`src/rtl/axi_rd_burst_ctrl.sv`:
```
// rtl/axi_rd_burst_ctrl.sv - AXI read burst engine that streams a linear transfer into an on-chip buffer
module axi_rd_burst_ctrl #(
    parameter int ADDR_WIDTH     = 32,
    parameter int DATA_WIDTH     = 256,
    parameter int ID_WIDTH       = 4,
    parameter int LEN_WIDTH      = 8,
    parameter int MAX_BURST      = 256,
    parameter int BEATS_WIDTH    = 20,
    parameter int BUF_ADDR_WIDTH = 19
) (
    input  logic                      clk,
    input  logic                      rst,
    input  logic                      cmd_valid,
    output logic                      cmd_ready,
    input  logic [ADDR_WIDTH-1:0]     cmd_addr,
    input  logic [BEATS_WIDTH-1:0]    cmd_beats,
    input  logic [BUF_ADDR_WIDTH-1:0] cmd_buf_addr,
    output logic [ID_WIDTH-1:0]       m_axi_arid,
    output logic [ADDR_WIDTH-1:0]     m_axi_araddr,
    output logic [LEN_WIDTH-1:0]      m_axi_arlen,
    output logic [2:0]                m_axi_arsize,
    output logic [1:0]                m_axi_arburst,
    output logic                      m_axi_arvalid,
    input  logic                      m_axi_arready,
    input  logic [DATA_WIDTH-1:0]     m_axi_rdata,
    input  logic [1:0]                m_axi_rresp,
    input  logic                      m_axi_rlast,
    input  logic                      m_axi_rvalid,
    output logic                      m_axi_rready,
    output logic                      buf_we,
    output logic [BUF_ADDR_WIDTH-1:0] buf_addr,
    output logic [DATA_WIDTH-1:0]     buf_wdata,
    output logic                      busy,
    output logic                      done,
    output logic                      err
);
    localparam int SIZE_LOG = $clog2(DATA_WIDTH / 8);
    localparam logic [ADDR_WIDTH-1:0] ALIGN_MASK =
        ~((ADDR_WIDTH'(1) << SIZE_LOG) - ADDR_WIDTH'(1));

    localparam logic [1:0] S_IDLE = 2'd0;
    localparam logic [1:0] S_ADDR = 2'd1;
    localparam logic [1:0] S_DATA = 2'd2;
    localparam logic [1:0] S_DONE = 2'd3;

    logic [1:0]                state;
    logic [ADDR_WIDTH-1:0]     cur_addr;
    logic [BEATS_WIDTH-1:0]    remaining;
    logic [BEATS_WIDTH-1:0]    blen;
    logic [BEATS_WIDTH-1:0]    beat_cnt;
    logic [BUF_ADDR_WIDTH-1:0] wptr;
    logic [LEN_WIDTH-1:0]      ar_len;

    logic [ADDR_WIDTH-1:0]     cmd_aligned;
    logic [ADDR_WIDTH-1:0]     next_addr;
    logic [BEATS_WIDTH-1:0]    next_rem;
    logic [BEATS_WIDTH-1:0]    beat_n;
    logic [BEATS_WIDTH-1:0]    blen_first;
    logic [BEATS_WIDTH-1:0]    blen_next;

    // Burst never crosses a 4 KB page, never exceeds MAX_BURST and never overruns the transfer.
    function automatic logic [BEATS_WIDTH-1:0] calc_blen(
        input logic [ADDR_WIDTH-1:0]  a,
        input logic [BEATS_WIDTH-1:0] rem
    );
        logic [BEATS_WIDTH-1:0] to_page;
        logic [BEATS_WIDTH-1:0] b;
        to_page = BEATS_WIDTH'((13'h1000 - {1'b0, a[11:0]}) >> SIZE_LOG);
        b = rem;
        if (b > BEATS_WIDTH'(MAX_BURST)) b = BEATS_WIDTH'(MAX_BURST);
        if (b > to_page) b = to_page;
        return b;
    endfunction

    assign cmd_aligned = cmd_addr & ALIGN_MASK;
    assign next_addr   = cur_addr + (ADDR_WIDTH'(blen) << SIZE_LOG);
    assign next_rem    = remaining - blen;
    assign beat_n      = beat_cnt + BEATS_WIDTH'(1);
    assign blen_first  = calc_blen(cmd_aligned, cmd_beats);
    assign blen_next   = calc_blen(next_addr, next_rem);

    always_ff @(posedge clk) begin
        if (rst) begin
            state     <= S_IDLE;
            cur_addr  <= '0;
            remaining <= '0;
            blen      <= '0;
            beat_cnt  <= '0;
            wptr      <= '0;
            ar_len    <= '0;
            err       <= 1'b0;
            buf_we    <= 1'b0;
            buf_addr  <= '0;
            buf_wdata <= '0;
        end else begin
            buf_we <= 1'b0;
            case (state)
                S_IDLE: begin
                    if (cmd_valid) begin
                        cur_addr  <= cmd_aligned;
                        remaining <= cmd_beats;
                        wptr      <= cmd_buf_addr;
                        err       <= 1'b0;
                        if (cmd_beats == '0) begin
                            state <= S_DONE;
                        end else begin
                            state  <= S_ADDR;
                            blen   <= blen_first;
                            ar_len <= LEN_WIDTH'(blen_first - BEATS_WIDTH'(1));
                        end
                    end
                end
                S_ADDR: begin
                    if (m_axi_arready) begin
                        state    <= S_DATA;
                        beat_cnt <= '0;
                    end
                end
                S_DATA: begin
                    if (m_axi_rvalid) begin
                        buf_we    <= 1'b1;
                        buf_addr  <= wptr;
                        buf_wdata <= m_axi_rdata;
                        wptr      <= wptr + BUF_ADDR_WIDTH'(1);
                        beat_cnt  <= beat_n;
                        // rlast must coincide with beat blen; either mismatch direction is an error
                        if (m_axi_rresp != 2'b00 || (m_axi_rlast != (beat_n == blen))) begin
                            err <= 1'b1;
                        end
                        if (m_axi_rlast) begin
                            cur_addr  <= next_addr;
                            remaining <= next_rem;
                            if (next_rem != '0) begin
                                state  <= S_ADDR;
                                blen   <= blen_next;
                                ar_len <= LEN_WIDTH'(blen_next - BEATS_WIDTH'(1));
                            end else begin
                                state <= S_DONE;
                            end
                        end
                    end
                end
                default: state <= S_IDLE;
            endcase
        end
    end

    assign cmd_ready     = (state == S_IDLE);
    assign busy          = (state != S_IDLE);
    assign done          = (state == S_DONE);
    assign m_axi_arvalid = (state == S_ADDR);
    assign m_axi_rready  = (state == S_DATA);
    assign m_axi_arid    = '0;
    assign m_axi_araddr  = cur_addr;
    assign m_axi_arlen   = ar_len;
    assign m_axi_arsize  = 3'(SIZE_LOG);
    assign m_axi_arburst = 2'b01;
endmodule
```
`config.mk`:
```
export PLATFORM = sky130hd
export DESIGN_NAME = axi_rd_burst_ctrl
export DESIGN_NICKNAME = d
export VERILOG_FILES = /design/src/rtl/axi_rd_burst_ctrl.sv
export SDC_FILE = /design/constraint.sdc
export NUM_CORES = 1
export LEC_CHECK = 0
export CORE_AREA = 2 2 261 263
export DETAILED_ROUTE_END_ITERATION = 8
export DIE_AREA = 0 0 263 265
export GPL_ROUTABILITY_DRIVEN = 0
export PLACE_DENSITY = 0.57
export SLEW_MARGIN = 20
export SYNTH_ARGS = -nofsm -noshare
export SYNTH_HDL_FRONTEND = slang
export SYNTH_SLANG_ARGS = --single-unit
```
`constraint.sdc`:
```
create_clock -name clk -period 7 [get_ports clk]
set_input_delay 1.4 -clock clk [delete_from_list [all_inputs] [get_ports clk]]
set_output_delay 1.4 -clock clk [all_outputs]
set_load 0.05 [all_outputs]
```
* Word level (Yosys, flattened, before mapping)
Index checks and enable logic that the tools add are counted.
** Storage, ports and cells
- Input bits :: 335
- Flip-flop bits (word level) :: 398
- Logic and storage cells :: 94
- Output and inout port bits :: 331
** Cells by class
- Equality and inequality tests :: 12
- Muxes and demuxes :: 42
- Magnitude comparators :: 4
- Reductions and logical operators :: 16
- Add/sub/neg operators :: 8
- Bitwise gates (word level) :: 1
** Operators with widths (count)
- 20-bit two-way mux :: 14
- 20-bit case mux with 2 select lines :: 3
- 32-bit two-way mux :: 3
- 32-bit case mux with 2 select lines :: 1
- 20-bit by 15-bit > comparator with 1-bit output :: 2
- 20-bit by 9-bit > comparator with 1-bit output (second input constant) :: 2
- 8-bit two-way mux :: 5
- 19-bit two-way mux :: 2
- 19-bit case mux with 2 select lines :: 1
- 32-bit by 25-bit adder with 32-bit output :: 1
- 13-bit by 12-bit subtractor with 14-bit output (first input constant) :: 2
- 20-bit by 1-bit adder with 20-bit output (second input constant) :: 1
- 20-bit equality test :: 1
- 20-bit logical NOT :: 1
- 20-bit nonzero test :: 1
- 20-bit subtractor :: 1
- 19-bit by 1-bit adder with 19-bit output (second input constant) :: 1
- 8-bit case mux with 2 select lines :: 1
- 8-bit by 1-bit subtractor with 8-bit output (second input constant) :: 2
- 2-bit two-way mux :: 6
- 4-bit AND reduction :: 3
- 2-bit inequality test (second input constant) :: 4
- 2-bit nonzero test :: 4
- 2-bit by 1-bit inequality test with 1-bit output (second input constant) :: 3
- 13 further kinds :: 18

* Logic depth before layout (Yosys ltp)
Gate-level depths: netlist of the first run.
- Depth in word-level cells :: 10
- Depth in mapped cells :: 30
- Depth with buffers taken out :: 29

* Worst setup path before layout of the first run
No wires, ideal clock.
- Kind :: register to register
- From :: register blen[0]
- To :: register ar_len[7] (netlist: m_axi_arlen[7])
- Stages on the path, launching flop included :: 27
- Library setup time :: 0.091 ns
- Buffers on the path :: 1
- Period minus slack after synthesis :: 6.053 ns
- Path slack :: 0.947 ns
- Arrival :: 5.962 ns
- Required time :: 6.909 ns
- Cells stage by stage :: dfxtp_1 > ha_1 > inv_1 > fa_1 > a211oi_2 > o21ai_2 > a311oi_2 > o21ai_2 > a211oi_2 > nand2b_1 > nor4_2 > nand3_1 > nor2_1 > ha_1 > a21oi_1 > a21oi_1 > a211o_1 > nor4_1 > a21oi_1 > a31oi_1 > or2_0 > clkbuf_2 > and4b_2 > o31ai_1 > or4_1 > or4_1 > a311oi_1
** On the way
- Word-level cells in the longest chain between the ends :: 10
- Elaborated cells between the ends (all ways) :: 15
- Classes of those cells :: 4 x add/sub; 2 x order compare; 1 x eq/ne; 6 x mux; 2 x reduce/logical
** Ends and longest elaborated chain
- from (decl) :: RTL line 49 : logic [BEATS_WIDTH-1:0] blen;
- from (signal assigned) :: RTL line 108 : blen <= blen_first;
- from (signal assigned) :: RTL line 135 : blen <= blen_next;
- 20-bit subtractor :: RTL line 77 : assign next_rem = remaining - blen;
- 20-bit by 9-bit > comparator with 1-bit output :: RTL line 70 : if (b > BEATS_WIDTH'(MAX_BURST)) b = BEATS_WIDTH'(MAX_BURST);
- 20-bit two-way mux :: RTL line 70
- 20-bit by 15-bit > comparator with 1-bit output :: RTL line 71 : if (b > to_page) b = to_page;
- 20-bit two-way mux :: RTL line 71
- 8-bit by 1-bit subtractor with 8-bit output :: RTL line 136 : ar_len <= LEN_WIDTH'(blen_next - BEATS_WIDTH'(1));
- 8-bit two-way mux :: RTL line 133 : if (next_rem != '0) begin
- 8-bit two-way mux :: RTL line 130 : if (m_axi_rlast) begin
- 8-bit two-way mux :: RTL line 120 : if (m_axi_rvalid) begin
- 8-bit case mux with 2 select lines :: RTL line 97 : case (state)
- to (signal assigned) :: RTL line 109 : ar_len <= LEN_WIDTH'(blen_first - BEATS_WIDTH'(1));
- to (signal assigned) :: RTL line 136
- to (decl) :: RTL line 52 : logic [LEN_WIDTH-1:0] ar_len;
Parallel ways exist; a longest one is shown, timed or not. The select of a mux whose other input is x is not followed.
A chain may end at the register's enable or synchronous reset.

* Worst setup path after layout of the first run
- From :: register remaining[0]
- To :: register ar_len[7] (netlist: m_axi_arlen[7])
** On the way
- Word-level cells in the longest chain between the ends :: 10
- Elaborated cells between the ends (all ways) :: 13
- Classes of those cells :: 2 x add/sub; 2 x order compare; 1 x eq/ne; 6 x mux; 2 x reduce/logical
** Ends and longest elaborated chain
- from (decl) :: RTL line 48 : logic [BEATS_WIDTH-1:0] remaining;
- from (signal assigned) :: RTL line 101 : remaining <= cmd_beats;
- from (signal assigned) :: RTL line 132 : remaining <= next_rem;
- 20-bit subtractor * :: RTL line 77
- 20-bit by 9-bit > comparator with 1-bit output :: RTL line 70
- 20-bit two-way mux :: RTL line 70
- 20-bit by 15-bit > comparator with 1-bit output :: RTL line 71
- 20-bit two-way mux :: RTL line 71
- 8-bit by 1-bit subtractor with 8-bit output :: RTL line 136
- 8-bit two-way mux :: RTL line 133
- 8-bit two-way mux :: RTL line 130
- 8-bit two-way mux :: RTL line 120
- 8-bit case mux with 2 select lines :: RTL line 97
Every way passes the cells marked *; elsewhere a longest branch is shown, timed or not. The select of a mux whose other input is x is not followed.

==> results of run 1 <==
layout by cell type, fill, tap and decap left out, types with 32 or more instances in the layout:
cell type        count
nand2_1            651
clkdlybuf4s50_1    645
dfxtp_1            393
a21oi_1            379
nor2_1             152
o21ai_0             70
ha_1                60
xnor2_1             52
inv_1               50
clkbuf_16           48
nand3_1             38
nor3_1              37
buf_4               32
power breakdown:
group | switching, mW | leakage (nW) | total, mW | internal [mW]
sequential | 0.0568 | 3.19 | 2.37 | 2.31
clock | 1.02 | 0.762 | 2.47 | 1.45
combinational | 0.775 | 5.84 | 1.32 | 0.545
repair_timing:
item | CTS | global route
resized for setup | 0 | 5
hold endpoints to repair | 0 | 0
setup buffers | 0 | 2
hold buffers | 0 | 0
setup endpoints to repair | 0 | 4
per-layer routing:
metal  up-vias  GRT usage (%)
met5         -              0
met4        30           7.34
met3       141           6.86
met2       564           31.5
met1      8594           25.6
li1       9467              -
worst paths after layout:
path / cells after the start / slack [ps] / start / to
max: 28 / 390 / remaining[0] / m_axi_arlen[7]
min: 2 / 450 / buf_wdata[151] / buf_wdata[151]
max reg2reg: 28 / 390 / remaining[0] / m_axi_arlen[7]
min reg2reg: 2 / 450 / buf_wdata[151] / buf_wdata[151]
worst max-delay path, delay by kind of cell (launching register included):
| kind | cells | cell delay [ps] |
|---|---|---|
| compound gates | 11 | 2330 |
| fa+ha+maj | 3 | 850 |
| buf+inv | 4 | 470 |
| flops | 1 | 310 |
| simple gates | 10 | 2550 |
area by class of cell:
cell class	instances	area, µm²	area share [%]
flip-flops and latches	393	7870	28.7
clock inverters	15	146	0.534
well taps	873	1090	3.98
multi-input cells	1834	9900	36.1
diodes	3	7.51	0.0274
clock buffers	74	1400	5.10
repair buffers	683	6810	24.8
inverters	51	191	0.698
cells by family after synthesis:
family | Yosys count | synth area share (%)
other cells | 2 | 0.0405
buf+inv | 224 | 4.88
mux | 17 | 0.930
xor+xnor | 74 | 3.49
compound gates | 629 | 19.9
simple gates | 1038 | 24.1
fa+ha+maj | 62 | 4.26
flops | 393 | 42.4
through the flow:
step	hold slack [ps]	cell area (µm²)	utilization, %
after detailed placement	445	25800	38.6
after global routing	465	27400	41.0
after floorplan	432	18600	-
after global placement	441	25800	38.6
final	451	27400	41.0
after CTS	454	27400	40.9
cells in the mapped netlist, types with 8 or more instances:
cell        n
nand3_1    39
o31ai_1     9
a21o_1     21
dfxtp_1   393
o211ai_1   13
and2_1     21
a311oi_1   19
buf_1       8
nor2_1    154
ha_1       60
nand4_1    11
clkbuf_1  146
a22oi_1     9
nor4_1     15
and3_1     25
a21oi_1   380
mux2i_1    15
nand2_1   652
nand2b_1   10
or2_2       8
xor2_1     22
nor3_1     37
o21ai_0    70
xnor2_1    52
a31oi_1    17
buf_4      14
inv_1      51
nand3b_1   11
or3_1      18
a211oi_1   17
flip-flops by register name (all words and copies together), names as in the netlist:
register	count
beat_cnt	20
blen	20
buf_addr	19
buf_wdata	256
buf_we	1
err	1
m_axi_araddr	27
m_axi_arlen	8
remaining	20
state	2
wptr	19
==> summary.txt, run 1 <==
Detailed routing
  • Met1 Routed Length: 31.6 mm
  • WL met3: 6.20 mm
  • Vias: 18800
  • DR top layer: met5
  • Metal2 WL: 33.4 mm
  • Total Wirelength: 73.8 mm
  • Post-route ant nets: 0
  • # DRC: 0
  • Iter 0 DRT Violations: 1263
  • Pre-antenna DRT Iters: 5
  • Routed len/inst: 18.8 µm
  • DR vias/cell: 4.79

Timing
  • Final min period: 6610 ps
  • Fin Setup TNS: 0 ps
  • RSZ-0062 raised after global routing: no
  • Fmax: 151 MHz
  • Setup ws final: 389 ps
  • Hold Fails Final Rpt: 0
  • Relative slew slack: 29.3%
  • Clock Skew: 25.4 ps
  • Slew Viols, Final: 0
  • Final period util: 94.4%
  • # setup viols final: 0
  • Worst-Margin Slew: 1060 ps

Finish
  • Post-route insts no fill: 3926
  • Fraction of layout cells with a size suffix above 1: 4.85%
  • Area grow syn2layout: 47.7%
  • Fin nets: 3408
  • Fill count: 6946

Critical path
  • Arrival @ worst endpoint: 7080 ps
  • Slowest stage cell on the critical path: or4_1
  • Crit start category: flip-flop
  • WS Path Type: flip-flop to flip-flop
  • Max FO, Critical Path: 5
  • Max stage delay on crit path: 530 ps
  • CP endpoint kind: flip-flop
  • Req. time, crit path: 7470 ps

Yosys
  • Cell taking the most area after synthesis: dfxtp_1
  • Distinct cells, synth: 86
  • Number of synthesized register bits: 393
  • Top_reg_cell synth: dfxtp_1
  • Post-synth EDFFs: 0
  • Synthesized area: 18600 µm²
  • Synth top area cells: dfxtp_1 (42%), nand2_1 (13%), a21oi_1 (10%)
  • Ys async rst share: 0%
  • Cells after Synth: 2439
  • Yosys top cell area share: 42.4%
  • Syn_area_per_cell: 7.61 µm²
  • Register area share after synthesis: 42.4%
  • Ys Warns: 0

Place
  • IO buf count: 646
  • Placed Cells: 3832
  • Pre-CTS setup slack: 356 ps
  • DP HPWL: 54.5 mm

GRT
  • All-Layer GR Usage: 20.1%
  • Vias in the first global route: 17500
  • Overflow after GRT: 0
  • Initial antenna violation count: 20
  • Largest net degree at the start of global routing: 158
  • First-pass GRT wire length: 109 mm

Floorplan
  • Core Region: 66800 µm²
  • Die Y: 265 µm
  • Die Wd: 263 µm
  • I/O pin count: 666
  • Die area: 69700 µm²
  • Cell Rows: 95
  • Starting density of the core: 27.8%

Power
  • Maximum vdd drop: 151 µV
  • Leakage: 9.79 nW
  • Pwr/cell area: 224 nW/µm²
  • Total power: 6.15 mW

Min path
  • Hold Path Class: flip-flop to flip-flop

Status
  • Status: finished clean

Clock network
  • Insertion delay to the later sink of the worst-skew pair: 580 ps
  • Clk slew on worst S/H paths: 60 ps
  • CTS root buffer: clkbuf_16
  • CTS sink count: 393
  • H-tree levels: 2
  • TritonCTS clock tree: done
  • Clk buf depth: 3
  • Inserted Clock Buffers: 48

Run
  • MaxCap Viol Count: 0
Note: power is estimated with default switching activity, not from simulation.
==> run 2, diff against run 1 <==
Settings changed: HOLD_SLACK_MARGIN from default to 0.1.
==> results of run 2 <==
Final layout, timing and power as in run 1 (identical DEF).
==> run 3, diff against run 2 <==
Settings changed: HOLD_SLACK_MARGIN 0.1 to 0.15.
==> results of run 3 <==
Final layout, timing and power as in run 1 (identical DEF).
